$ cat config.mk
export PLATFORM = sky130hd
export DESIGN_NAME = sdp_y_core_cfg_triosy_ctrl
export DESIGN_NICKNAME = d
export VERILOG_FILES = /design/src/rtl/sdp_y_core_cfg_triosy_ctrl.sv
export SDC_FILE = /design/constraint.sdc
export NUM_CORES = 1
export LEC_CHECK = 0
export ABC_AREA = 1
export BUFFER_PORTS_ARGS = -buffer_cell sky130_fd_sc_hd__buf_2
export CAP_MARGIN = 0
export CORE_MARGIN = 3
export CORE_UTILIZATION = 53
export CTS_CLUSTER_SIZE = 10
export DETAILED_ROUTE_END_ITERATION = 10
export GPL_ROUTABILITY_DRIVEN = 0
export HOLD_SLACK_MARGIN = 0.1
export PLACE_DENSITY = 0.83
export SKIP_LAST_GASP = 1
export SYNTH_ARGS = -nofsm -noshare
export SYNTH_HDL_FRONTEND = slang
export SYNTH_SLANG_ARGS = --single-unit
export TNS_END_PERCENT = 100
$ cat constraint.sdc
create_clock -name nvdla_core_clk -period 2.2 [get_ports nvdla_core_clk]
set_clock_uncertainty 0.15 [all_clocks]
set_input_delay 0.11 -clock nvdla_core_clk [delete_from_list [all_inputs] [get_ports nvdla_core_clk]]
set_output_delay 0.11 -clock nvdla_core_clk [all_outputs]
set_load 0.02 [all_outputs]
$ cat src/rtl/sdp_y_core_cfg_triosy_ctrl.sv
// Layer-completion scheduler for the SDP Y core config triosy channels: it collects per-channel done, then handshakes once, then pulses lz.
// Latency: when the last ch_done arrives in cycle t, done_vld is high at t+1; triosy_lz is high in the cycle after the handshake.
// Backpressure: done_vld stays asserted until done_rdy is sampled high; it is never withdrawn.
module sdp_y_core_cfg_triosy_ctrl #(
    parameter int NUM_CH = 4,
    parameter int TO_W   = 8
) (
    input  logic              nvdla_core_clk,
    input  logic              nvdla_core_rstn,
    input  logic              layer_start,
    input  logic [NUM_CH-1:0] ch_en,
    input  logic [NUM_CH-1:0] ch_done,
    input  logic              done_rdy,
    input  logic [TO_W-1:0]   timeout_limit,
    input  logic              err_clr,
    output logic              done_vld,
    output logic [NUM_CH-1:0] triosy_lz,
    output logic [NUM_CH-1:0] ch_pending,
    output logic              busy,
    output logic              timeout_err,
    output logic              start_err
);

    typedef enum logic [1:0] {
        ST_IDLE    = 2'd0,
        ST_COLLECT = 2'd1,
        ST_DONE    = 2'd2
    } state_t;

    state_t            state_q;
    logic [NUM_CH-1:0] mask_q;
    logic [NUM_CH-1:0] pend_q;
    logic [TO_W-1:0]   cnt_q;
    logic [NUM_CH-1:0] lz_q;
    logic              tmo_err_q;
    logic              start_err_q;

    logic [NUM_CH-1:0] pend_d;
    logic [TO_W-1:0]   cnt_d;
    logic              tmo_set;
    logic              start_set;

    // Next-cycle helpers: outstanding set after this cycle's completions, saturating watchdog count, error set conditions.
    always_comb begin
        pend_d    = pend_q & ~ch_done;
        cnt_d     = (cnt_q == {TO_W{1'b1}}) ? cnt_q : cnt_q + {{(TO_W-1){1'b0}}, 1'b1};
        tmo_set   = (state_q == ST_COLLECT) && (timeout_limit != '0) && (cnt_d == timeout_limit);
        start_set = layer_start && (state_q != ST_IDLE);
    end

    // Layer sequencing FSM with registered lz pulse and sticky error flags (a set beats a same-cycle clear).
    always_ff @(posedge nvdla_core_clk or negedge nvdla_core_rstn) begin
        if (!nvdla_core_rstn) begin
            state_q     <= ST_IDLE;
            mask_q      <= '0;
            pend_q      <= '0;
            cnt_q       <= '0;
            lz_q        <= '0;
            tmo_err_q   <= 1'b0;
            start_err_q <= 1'b0;
        end else begin
            lz_q <= '0;
            case (state_q)
                ST_IDLE: begin
                    if (layer_start) begin
                        mask_q  <= ch_en;
                        pend_q  <= ch_en;
                        cnt_q   <= '0;
                        state_q <= (ch_en == '0) ? ST_DONE : ST_COLLECT;
                    end
                end
                ST_COLLECT: begin
                    pend_q <= pend_d;
                    cnt_q  <= cnt_d;
                    if (pend_d == '0) begin
                        state_q <= ST_DONE;
                    end
                end
                ST_DONE: begin
                    if (done_rdy) begin
                        lz_q    <= mask_q;
                        pend_q  <= '0;
                        state_q <= ST_IDLE;
                    end
                end
                default: begin
                    state_q <= ST_IDLE;
                end
            endcase

            if (tmo_set) begin
                tmo_err_q <= 1'b1;
            end else if (err_clr) begin
                tmo_err_q <= 1'b0;
            end

            if (start_set) begin
                start_err_q <= 1'b1;
            end else if (err_clr) begin
                start_err_q <= 1'b0;
            end
        end
    end

    // Status outputs decoded directly from the state register.
    always_comb begin
        done_vld    = (state_q == ST_DONE);
        busy        = (state_q != ST_IDLE);
        ch_pending  = (state_q == ST_COLLECT) ? pend_q : '0;
        triosy_lz   = lz_q;
        timeout_err = tmo_err_q;
        start_err   = start_err_q;
    end

endmodule

# == After elaboration in Yosys (flattened, before gate mapping) ==
# Index checks and enable logic that the tools add are counted.
# word_totals
register_bits,24
latch_bits,0
mem_bits_rw,0
rom_bits,0
in_bits,21
output_inout_bits,12
wordCells,50
memories,0
# op_classes
n_addsub,1
mul,0
div,0
magnitude_cmp,0
eq_ne,7
shift,0
muxes,17
n_bitwise,2
reduce_logical,16
# ops
cell,n
two-way mux 4 bit,5
two-way mux 8 bit,2
one-hot mux 8 bit (2 select lines),1
one-hot mux 4 bit (3 select lines),1
adder 8 x 1 -> 8 bit (second input constant),1
equality test 8 bit,1
equality test 8 bit (second input constant),1
zero test 4 bit,2
two-way mux 2 bit,4
nonzero test 2 bit,4
nonzero test 8 bit,1
inequality test 2 bit (second input constant),3
one-hot mux 2 bit (3 select lines),1
AND reduction 3 bit,2
bitwise AND 4 bit,1
inverter 4 bit,1
AND reduction 2 bit,2
logical AND 1 bit,3
two-way mux 1 bit,3
nonzero test 3 bit,1
equality test 2 x 1 -> 1 bit (second input constant),1
equality test 2 bit (second input constant),1
zero test 2 bit,1

# == Logic depth before layout (Yosys ltp) ==
# Gate-level depths: netlist of run 1.
# depth
ltp_word,5
ltp_mapped,12
mapped_depth_nobuf,12

# == Least setup slack after synthesis of run 1 ==
# OpenSTA, ideal clock, no wires.
# synth_path
path_type,flip-flop to flip-flop
from,reg cnt_q[1]
to,"reg tmo_err_q, in the netlist timeout_err"
arrival_time_ns,1.403
required_time_ns,1.985
slack_ns,0.582
stages_incl_launch_ff,11
n_path_buf,1
synth_period_minus_slack_ns,1.618
path_cell_list,dfrtp_1 -> ha_1 -> nand3_1 -> inv_2 -> nand2_4 -> buf_6 -> o211ai_2 -> nand2_1 -> nor2_1 -> nand3_1 -> nand2_1
# synth_via
elab_chain_cells,5
# synth_rtl
element,line,text
from (decl),33,logic [TO_W-1:0] cnt_q;
from (signal assigned),74,cnt_q <= cnt_d;
adder 8 x 1 -> 8 bit or equality test 8 bit (tied branches),46,"cnt_d = (cnt_q == {TO_W{1'b1}}) ? cnt_q : cnt_q + {{(TO_W-1){1'b0}}, 1'b1};"
two-way mux 8 bit (*),46,
equality test 8 bit (*),47,tmo_set = (state_q == ST_COLLECT) && (timeout_limit != '0) && (cnt_d == timeout_limit);
logical AND 1 bit (*),47,
two-way mux 1 bit or nonzero test 2 bit (tied branches),n/a,
to (signal assigned),59,tmo_err_q <= 1'b0;
to (signal assigned),92,tmo_err_q <= 1'b1;
to (signal assigned),94,tmo_err_q <= 1'b0;
to (decl),35,logic tmo_err_q;
# Mark *: on every way between the ends. The rest lies on a longest branch, timed or not.
# A chain may end at the register's enable or synchronous reset.

# == Worst setup path in the final report of run 1 ==
# Ends and elaborated chain as after synthesis.

==> results.cfg, run 1 <==
[synth]
synthCells = 211
synth-simple-area-share = 0.305
syn_area_per_cell_sq_um = 7.10
synth_adder_area_share = 0.0418
synth_compound_area_frac = 0.109
syn-num-nets = 237
yosysWarnings = 0
synth_top_family_by_area = simple AND/OR/NAND/NOR gates
synth_xor_area_frac = 0.0175
synth_cell_type_count = 25
ys_seq_area_frac = 0.401
ys_seq_elements = 24
synth.area.mux_share = 0
synth_area_sq_um = 1500

[clocking]
htreeDepth = 1
clock-sinks = 24
cts_buffers = 3
clk_path_buf_depth = 2
path_clk_slew_ns = 0.13
cts_tree = yes
post_cts_buffers = 0
root_buffer = clkbuf_4
clock_latency_ns = 0.32

[worst_hold_path]
hold_path.class = in2reg
holdPathEnd = timeout_err$_DFFE_PN0P_
hold_path_depth = 6
hp-start = timeout_limit[0]

[drt]
vias = 1489
totalWireLength_mm = 3.43
firstDrtPassIters = 4
ant_nets = 0
drtIter0Drc = 72
vias_per_cell = 5.03
post-route-drc-count = 0
wl_per_cell_um = 11.6

[grt]
antenna_found_initial = 0
grt_pass1_vias = 1349
grt_pass1_wl_mm = 5.65
gr-total-overflow = 0
grtUsageTotal = 0.214
grt_max_degree = 25

[critical_path]
rr_worst_depth = 10
cp.required_ns = 2.28
rr_startpoint = cnt_q[1]$_DFFE_PN0P_
critPathCaptureType = flop
cpPeakStageDelay_ns = 0.44
critPathMaxFanout = 15
crit_chain = ha_1, nand3_1, inv_2, nand2_4, o21ai_0, nand2_1, nand2_1, nor2_1, nand3_1, nand2_1
start_kind = flop
r2r_end = timeout_err$_DFFE_PN0P_
worstSetupPathType = reg2reg
critPathMostFrequentCell = nand2_1
arrival_ns = 2.00
reg2reg_slack_ns = 0.28
crit_slowest_cell = dfrtp_1

[power_and_ir_drop]
internal_power_uw = 1070
p_switching_uw = 739
power.leakage_uw = 0.00110
powerDensity_nw_per_um2 = 930
power_uw = 1800
pwr-share-comb = 0.462
clkPwrFrac = 0.178
swShare = 0.409
seq_power_share = 0.360
vdd_drop_max_mv = 0.823

[final_layout]
drive_above_1_share = 0.177
final_cell_mix = 56 x nand2_1, 43 x inv_1, 32 x buf_2
fin_area_sq_um = 1940
nets = 293
diodes = 0
syn_to_final_growth_pct = 29.6
stdcell_count = 296
final_common_cell = nand2_1

[sta]
maxSlewHeadroom = 0.643
fmax_mhz = 521
setup_tns_ns = 0
setup_viol = 0
maxSlewViolCount = 0
holdWs_ns = 0.117
rsz0062_at_grt = false
min_period_ns = 1.92
period_share = 0.873
tightest_slew_ns = 0.535
hold_viol = 0

[floorplanning]
die_w_um = 59.2
core_sq_um = 2590
rows = 18
die_y_um = 59.2
ios = 33
fp.dieArea_sq_um = 3500
start_util = 0.578

[placed_design]
dpl-instance-area_sq_um = 1690
place_hpwl_mm = 2.52
dp_cells = 272
io_buffer_count = 32

[flow_run]
maxCapViolCount = 0

[status]
status = complete, no violations
[worst max-delay path by stage]
| stage | from | endpoint | slack (ns) | cells after the start |
|---|---|---|---|---|
| floorplan | cnt_q[1]$_DFFE_PN0P_ | timeout_err$_DFFE_PN0P_ | 0.58 | 10 |
| global placement | cnt_q[1]$_DFFE_PN0P_ | timeout_err$_DFFE_PN0P_ | 0.44 | 10 |
| detailed placement | cnt_q[1]$_DFFE_PN0P_ | timeout_err$_DFFE_PN0P_ | 0.34 | 10 |
| CTS | cnt_q[1]$_DFFE_PN0P_ | timeout_err$_DFFE_PN0P_ | 0.32 | 10 |
| global route | cnt_q[1]$_DFFE_PN0P_ | timeout_err$_DFFE_PN0P_ | 0.17 | 11 |
| finish | cnt_q[1]$_DFFE_PN0P_ | timeout_err$_DFFE_PN0P_ | 0.28 | 10 |
[state kept, by name, summed over array words and instances (netlist names)]
name         cells
cnt_q            8
timeout_err      1
start_err        1
triosy_lz        4
state_q          2
pend_q           4
mask_q           4
[power groups by stage]
stage                     clock network, uW  registers, uW  logic [uW]
after floorplan                           0            656         585
after global placement                    0            650         791
after detailed placement                  0            656         811
after CTS                               333            647         839
after global routing                    345            664         959
final                                   322            650         833
[cells by family (layout without fill, tap and decap cells)]
| group | Yosys count | in the layout |
|---|---|---|
| XOR/XNOR | 3 | 3 |
| buffers and inverters | 47 | 102 |
| AND/OR/NAND/NOR | 104 | 104 |
| adder cells (fa/ha/maj) | 5 | 5 |
| AO/OA/AOI/OAI | 28 | 28 |
| flip-flops | 24 | 24 |
[worst max-delay path: cells and delay by family (launching register included)]
| kind | cells | cell delay [ns] |
|---|---|---|
| AO/OA/AOI/OAI | 1 | 0.25 |
| adder cells (fa/ha/maj) | 1 | 0.28 |
| buffers and inverters | 1 | 0.11 |
| flip-flops | 1 | 0.44 |
| AND/OR/NAND/NOR | 7 | 0.59 |
[area by class of cell]
type	instances	area (sq um)
clock buffers	3	22.5
clock inverters	1	30.0
fillers	202	649
inverters	44	165
multi-input cells	140	709
flip-flops and latches	24	601
well taps	30	37.5
repair buffers	54	375
[metal layers]
| metal | vias up | GRT usage | wire length [um] |
|---|---|---|---|
| li1 | 774 | - | - |
| met1 | 657 | 0.279 | 1520 |
| met2 | 51 | 0.361 | 1660 |
| met3 | 7 | 0.0218 | 175 |
| met4 | 0 | 0.0906 | 77 |
| met5 | - | 0 | 0 |
[what timing repair did]
item | 4_1_cts | 5_1_grt
endpoints found under the setup margin | 0 | 0
gates resized for setup | 0 | 0
hold endpoints to repair | 40 | 0
hold buffers | 20 | 0
[metrics by stage]
| step | utilization | setup WS (ns) |
|---|---|---|
| after floorplan | - | 0.582 |
| after global placement | 0.652 | 0.444 |
| after detailed placement | 0.652 | 0.345 |
| after CTS | 0.749 | 0.320 |
| after global routing | 0.749 | 0.165 |
| final | 0.749 | 0.279 |
[Yosys cell counts]
library cell  count  share of area
o22ai_1           7          0.029
nor2_1           15          0.038
nand2_1          56           0.14
buf_4             1         0.0050
clkbuf_1          1         0.0025
inv_1            43           0.11
nand4_1           4          0.017
o21ai_1           1         0.0033
inv_2             1         0.0025
xnor2_1           1         0.0058
nand2_2           1         0.0042
o21bai_1          1         0.0050
nand2_4           1         0.0075
nand3_1          21          0.070
dfrtp_1          24           0.40
buf_6             1         0.0075
a22oi_1           1         0.0050
o31ai_1           1         0.0050
ha_1              5          0.042
o21ai_0          16          0.053
xor2_1            2          0.012
nor4_1            1         0.0042
or2_2             4          0.017
nor2_4            1         0.0075
o211ai_2          1         0.0084
No activity file was read; power rests on OpenSTA's default activity.
==> run 2, diff against run 1 <==
--- a/config.mk
+++ b/config.mk
@@ -8,13 +8,14 @@
 export ABC_AREA = 1
 export BUFFER_PORTS_ARGS = -buffer_cell sky130_fd_sc_hd__buf_2
 export CAP_MARGIN = 0
-export CORE_MARGIN = 3
-export CORE_UTILIZATION = 53
+export CORE_MARGIN = 2
+export CORE_UTILIZATION = 55
+export CTS_BUF_LIST = sky130_fd_sc_hd__clkbuf_2 sky130_fd_sc_hd__clkbuf_4 sky130_fd_sc_hd__clkbuf_8
 export CTS_CLUSTER_SIZE = 10
 export DETAILED_ROUTE_END_ITERATION = 10
 export GPL_ROUTABILITY_DRIVEN = 0
 export HOLD_SLACK_MARGIN = 0.1
-export PLACE_DENSITY = 0.83
+export PLACE_DENSITY = 0.86
 export SKIP_LAST_GASP = 1
 export SYNTH_ARGS = -nofsm -noshare
 export SYNTH_HDL_FRONTEND = slang
==> results.cfg, run 2 (synthesis gave the netlist of run 1 again) <==
[drt]
totalWireLength_mm = 3.44
post-route-drc-count = 0
wl_met1_mm = 1.57
top_layer = met4
ant_nets = 0
wl_met3_um = 144
vias_per_cell = 5.00
firstDrtPassIters = 5
vias = 1470
drtIter0Drc = 95
wl_per_cell_um = 11.7
met2_wirelength_mm = 1.71

[flow_run]
maxCapViolCount = 0

[sta]
tightest_slew_ns = 0.514
period_share = 0.891
rsz0062_at_grt = false
min_period_ns = 1.96
maxSlewHeadroom = 0.657
maxSlewViolCount = 0
fmax_mhz = 510
setup_tns_ns = 0
setup_viol = 0
fin_ws_ns = 0.241
hold_viol = 0

[critical_path]
start_kind = flop
cp.required_ns = 2.30
cpPeakStageDelay_ns = 0.44
crit_slowest_cell = dfrtp_1
rr_startpoint = cnt_q[1]$_DFFE_PN0P_
critPathCaptureType = flop
reg2reg_slack_ns = 0.24
crit_chain = ha_1, nand3_1, inv_2, nand2_4, nand2_1, o21ai_0, nand2_1, nand2_1, nor2_1, nand3_1, nand2_1
startpoint = cnt_q[1]$_DFFE_PN0P_
critPathMaxFanout = 15
rr_worst_depth = 11
r2r_end = timeout_err$_DFFE_PN0P_
worstSetupPathType = reg2reg
arrival_ns = 2.06
critPathMostFrequentCell = nand2_1

[final_layout]
final_cell_mix = 56 x nand2_1, 43 x inv_1, 32 x buf_2
syn_to_final_growth_pct = 28.4
final_common_cell = nand2_1
largest_reg_flops = 8
regMostFlops = cnt_q
n_fill_cell = 194
drive_above_1_share = 0.174
nets = 291
diodes = 0

[grt]
grt_pass1_vias = 1385
antenna_found_initial = 0
grtUsageTotal = 0.230
grt_max_degree = 25
gr-total-overflow = 0
grt_pass1_wl_mm = 5.71

[floorplanning]
ios = 33
core_sq_um = 2520
die_y_um = 56.2
rows = 18
start_util = 0.594
die_w_um = 56.2
fp.dieArea_sq_um = 3160

[power_and_ir_drop]
powerDensity_nw_per_um2 = 932
power.leakage_uw = 0.00109
vdd_drop_max_mv = 0.693

[clocking]
clk_path_buf_depth = 2
root_buffer = clkbuf_4
cts_tree = yes
cts_buffers = 3
path_clk_slew_ns = 0.12
clock_latency_ns = 0.31
clock-sinks = 24
ctsResizeCount = 0
htreeDepth = 1

[placed_design]
place_hpwl_mm = 2.46
io_buffer_count = 32
pre_cts_slack_ns = 0.339

[worst_hold_path]
hp-start = timeout_limit[4]
holdPathEnd = timeout_err$_DFFE_PN0P_
hold_path_depth = 7
hold_path.class = in2reg

[status]
status = complete, no violations
## run 2: cell count changes in the layout (fill, tap and decap cells not counted), sizes merged
cell / previous run / this run
dlygate4sd3: 20 / 19
buf: 34 / 33
## run 2: final cells by class
cell class | instances | area [sq um] | share of cell area
Clock buffer | 3 | 22.5 | 0.0117
Clock inverter | 1 | 30.0 | 0.0156
Inverter | 44 | 165 | 0.0859
Multi-Input combinational cell | 140 | 709 | 0.369
Sequential cell | 24 | 601 | 0.312
Tap cell | 30 | 37.5 | 0.0195
Timing Repair Buffer | 52 | 358 | 0.186
## run 2: stage by stage
stage                     area [sq um]  power (uW)  hold slack (ns)  instances   util
final                             1920        1790            0.100        294  0.762
after global placement            1680        1430          -0.0359        271  0.666
after floorplan                   1500        1240           -0.336        211      -
after global routing              1920        1950            0.158        294  0.762
after detailed placement          1680        1450          -0.0359        271  0.666
after CTS                         1920        1790            0.103        294  0.762
## run 2: timing repair
| item | in CTS | in global routing |
|---|---|---|
| hold buffers | 19 | 0 |
| endpoints found under the hold margin | 40 | 0 |
| setup buffers | 0 | 0 |
## run 2: routing by layer
metal	vias up	global-route usage
met3	2	0.0209
met5	-	0
met2	42	0.432
met4	0	0.0510
li1	768	-
met1	658	0.283
## run 2: worst max path at each step
| stage | to | slack (ns) | cells past startpoint |
|---|---|---|---|
| floorplan | timeout_err$_DFFE_PN0P_ | 0.58 | 10 |
| global placement | timeout_err$_DFFE_PN0P_ | 0.35 | 11 |
| detailed placement | timeout_err$_DFFE_PN0P_ | 0.34 | 10 |
| CTS | timeout_err$_DFFE_PN0P_ | 0.31 | 11 |
| global route | timeout_err$_DFFE_PN0P_ | 0.06 | 10 |
| finish | timeout_err$_DFFE_PN0P_ | 0.24 | 11 |
## run 2: critical path: cells and delay by family (launching register included)
kind / cells / cell delay [ns]
flops: 1 / 0.44
buf+inv: 1 / 0.10
compound gates: 1 / 0.11
fa+ha+maj: 1 / 0.28
simple gates: 8 / 0.82
## run 2: power by group
group,total (uW),switching (uW),internal (uW)
registers,648,84.7,564
logic,835,526,308
clock network,309,125,184
total,1790,736,1060
==> run 3, diff against run 2 <==
==> constraint.sdc (replaced) <==
create_clock -name nvdla_core_clk -period 2.3 [get_ports nvdla_core_clk]
set_clock_uncertainty 0.15 [all_clocks]
set_input_delay 0.115 -clock nvdla_core_clk [delete_from_list [all_inputs] [get_ports nvdla_core_clk]]
set_output_delay 0.115 -clock nvdla_core_clk [all_outputs]
set_load 0.02 [all_outputs]
==> results.cfg, run 3 (synthesis gave the netlist of run 1 again) <==
[clocking]
path_clk_slew_ns = 0.12
clk_path_buf_depth = 2
htreeDepth = 1
cts_buffers = 3
root_buffer = clkbuf_4
post_cts_buffers = 0
clock_latency_ns = 0.31
clock-sinks = 24
cts_tree = yes

[floorplanning]
die_w_um = 56.2
start_util = 0.594
rows = 18
fp.dieArea_sq_um = 3160
ios = 33
core_sq_um = 2520
die_y_um = 56.2

[flow_run]
maxCapViolCount = 0

[critical_path]
critPathCaptureType = flop
arrival_ns = 2.25
worstSetupPathType = reg2reg
cp.buffers_inverters = 2
critPathMaxFanout = 7
crit_slowest_cell = dlygate4sd3_1
start_kind = flop
crit_chain = nand3_1, inv_1, nand2_1, nand2_1, nand2_1, nand2_1, nand2_1, nand2_1, nor2_1, dlygate4sd3_1, nand3_1, nand2_1
critPathMostFrequentCell = nand2_1
cp.required_ns = 2.37
cpPeakStageDelay_ns = 0.56
crit_family = simple AND/OR/NAND/NOR gates

[sta]
period_share = 0.950
tightest_slew_ns = 0.533
min_period_ns = 2.18
holdWs_ns = 0.150
setup_viol = 0
rsz0062_at_grt = false
fin_ws_ns = 0.116
hold_viol = 0
fmax_mhz = 458
setup_tns_ns = 0
maxSlewHeadroom = 0.644
maxSlewViolCount = 0

[grt]
gr-total-overflow = 0
grt_max_degree = 25
grtUsageMet3 = 0.0209
grt_busiest_layer = met2
grt_pass1_wl_mm = 5.80
grtUsageTotal = 0.235
gr-usage-met1 = 0.300
use_met2 = 0.424
grt_pass1_vias = 1370
antenna_found_initial = 0

[drt]
vias_per_cell = 5.06
vias = 1492
drtIter0Drc = 64
wl_per_cell_um = 12.1
totalWireLength_mm = 3.57
ant_nets = 0
firstDrtPassIters = 5
post-route-drc-count = 0

[final_layout]
largest_reg_flops = 8
drive_above_1_share = 0.185
syn_to_final_growth_pct = 30.7
final_cell_mix = 56 x nand2_1, 43 x inv_1, 32 x buf_2
diodes = 0
final_common_cell = nand2_1
postLayoutCoreUtil = 0.776
regMostFlops = cnt_q
nets = 292
stdcell_count = 295

[power_and_ir_drop]
powerDensity_nw_per_um2 = 900
vdd_drop_max_mv = 0.736
power.leakage_uw = 0.00108

[worst_hold_path]
hold_path.class = in2async

[placed_design]
pre_cts_slack_ns = 0.428
dp_cells = 271
place_hpwl_mm = 2.45
io_buffer_count = 32

[status]
status = complete, no violations
[run 3: worst paths after layout]
kind / from / to / slack [ns] / cells after the start
setup / recovery: cnt_q[2]$_DFFE_PN0P_ / timeout_err$_DFFE_PN0P_ / 0.12 / 12
hold / removal: nvdla_core_rstn / pend_q[0]$_DFFE_PN0P_ / 0.15 / 2
setup reg to reg: cnt_q[2]$_DFFE_PN0P_ / timeout_err$_DFFE_PN0P_ / 0.12 / 12
hold reg to reg: mask_q[1]$_DFFE_PN0P_ / triosy_lz[1]$_DFF_PN0_ / 0.35 / 2
max in group asynchronous: nvdla_core_rstn / cnt_q[1]$_DFFE_PN0P_ / 1.47 / 2
min in group nvdla_core_clk: timeout_limit[0] / timeout_err$_DFFE_PN0P_ / 0.19 / 6
[run 3: where the power goes]
group | switching, uW | total (uW) | internal, uW
Sequential | 90.2 | 632 | 542
Clock | 122 | 298 | 176
Combinational | 515 | 831 | 317
Total | 727 | 1760 | 1030
[run 3: cell type report]
type | count | area [sq um]
Clock buffer | 3 | 22.5
Clock inverter | 1 | 30.0
Fill cell | 183 | 566
Inverter | 44 | 165
Multi-Input combinational cell | 140 | 731
Sequential cell | 24 | 603
Tap cell | 30 | 37.5
Timing Repair Buffer | 53 | 368
[run 3: routing by layer]
layer  vias to the layer above  routed length [um]  share of wire
met5                         -                   0              0
met4                         0                  41          0.011
met3                         5                 149          0.042
met2                        37                1750           0.49
met1                       669                1630           0.46
li1                        781                   -              -
[run 3: timing repair]
item / 4_1_cts / 5_1_grt
gates resized for setup: 0 / 5
hold buffers: 20 / 0
hold endpoints to repair: 40 / 0
endpoints found under the setup margin: 0 / 1
[run 3: per-stage QoR]
step / total power [uW] / area, sq um
floorplan: 1190 / 1500
global placement: 1370 / 1680
detailed placement: 1390 / 1680
CTS: 1730 / 1930
global route: 1910 / 1960
finish: 1760 / 1960
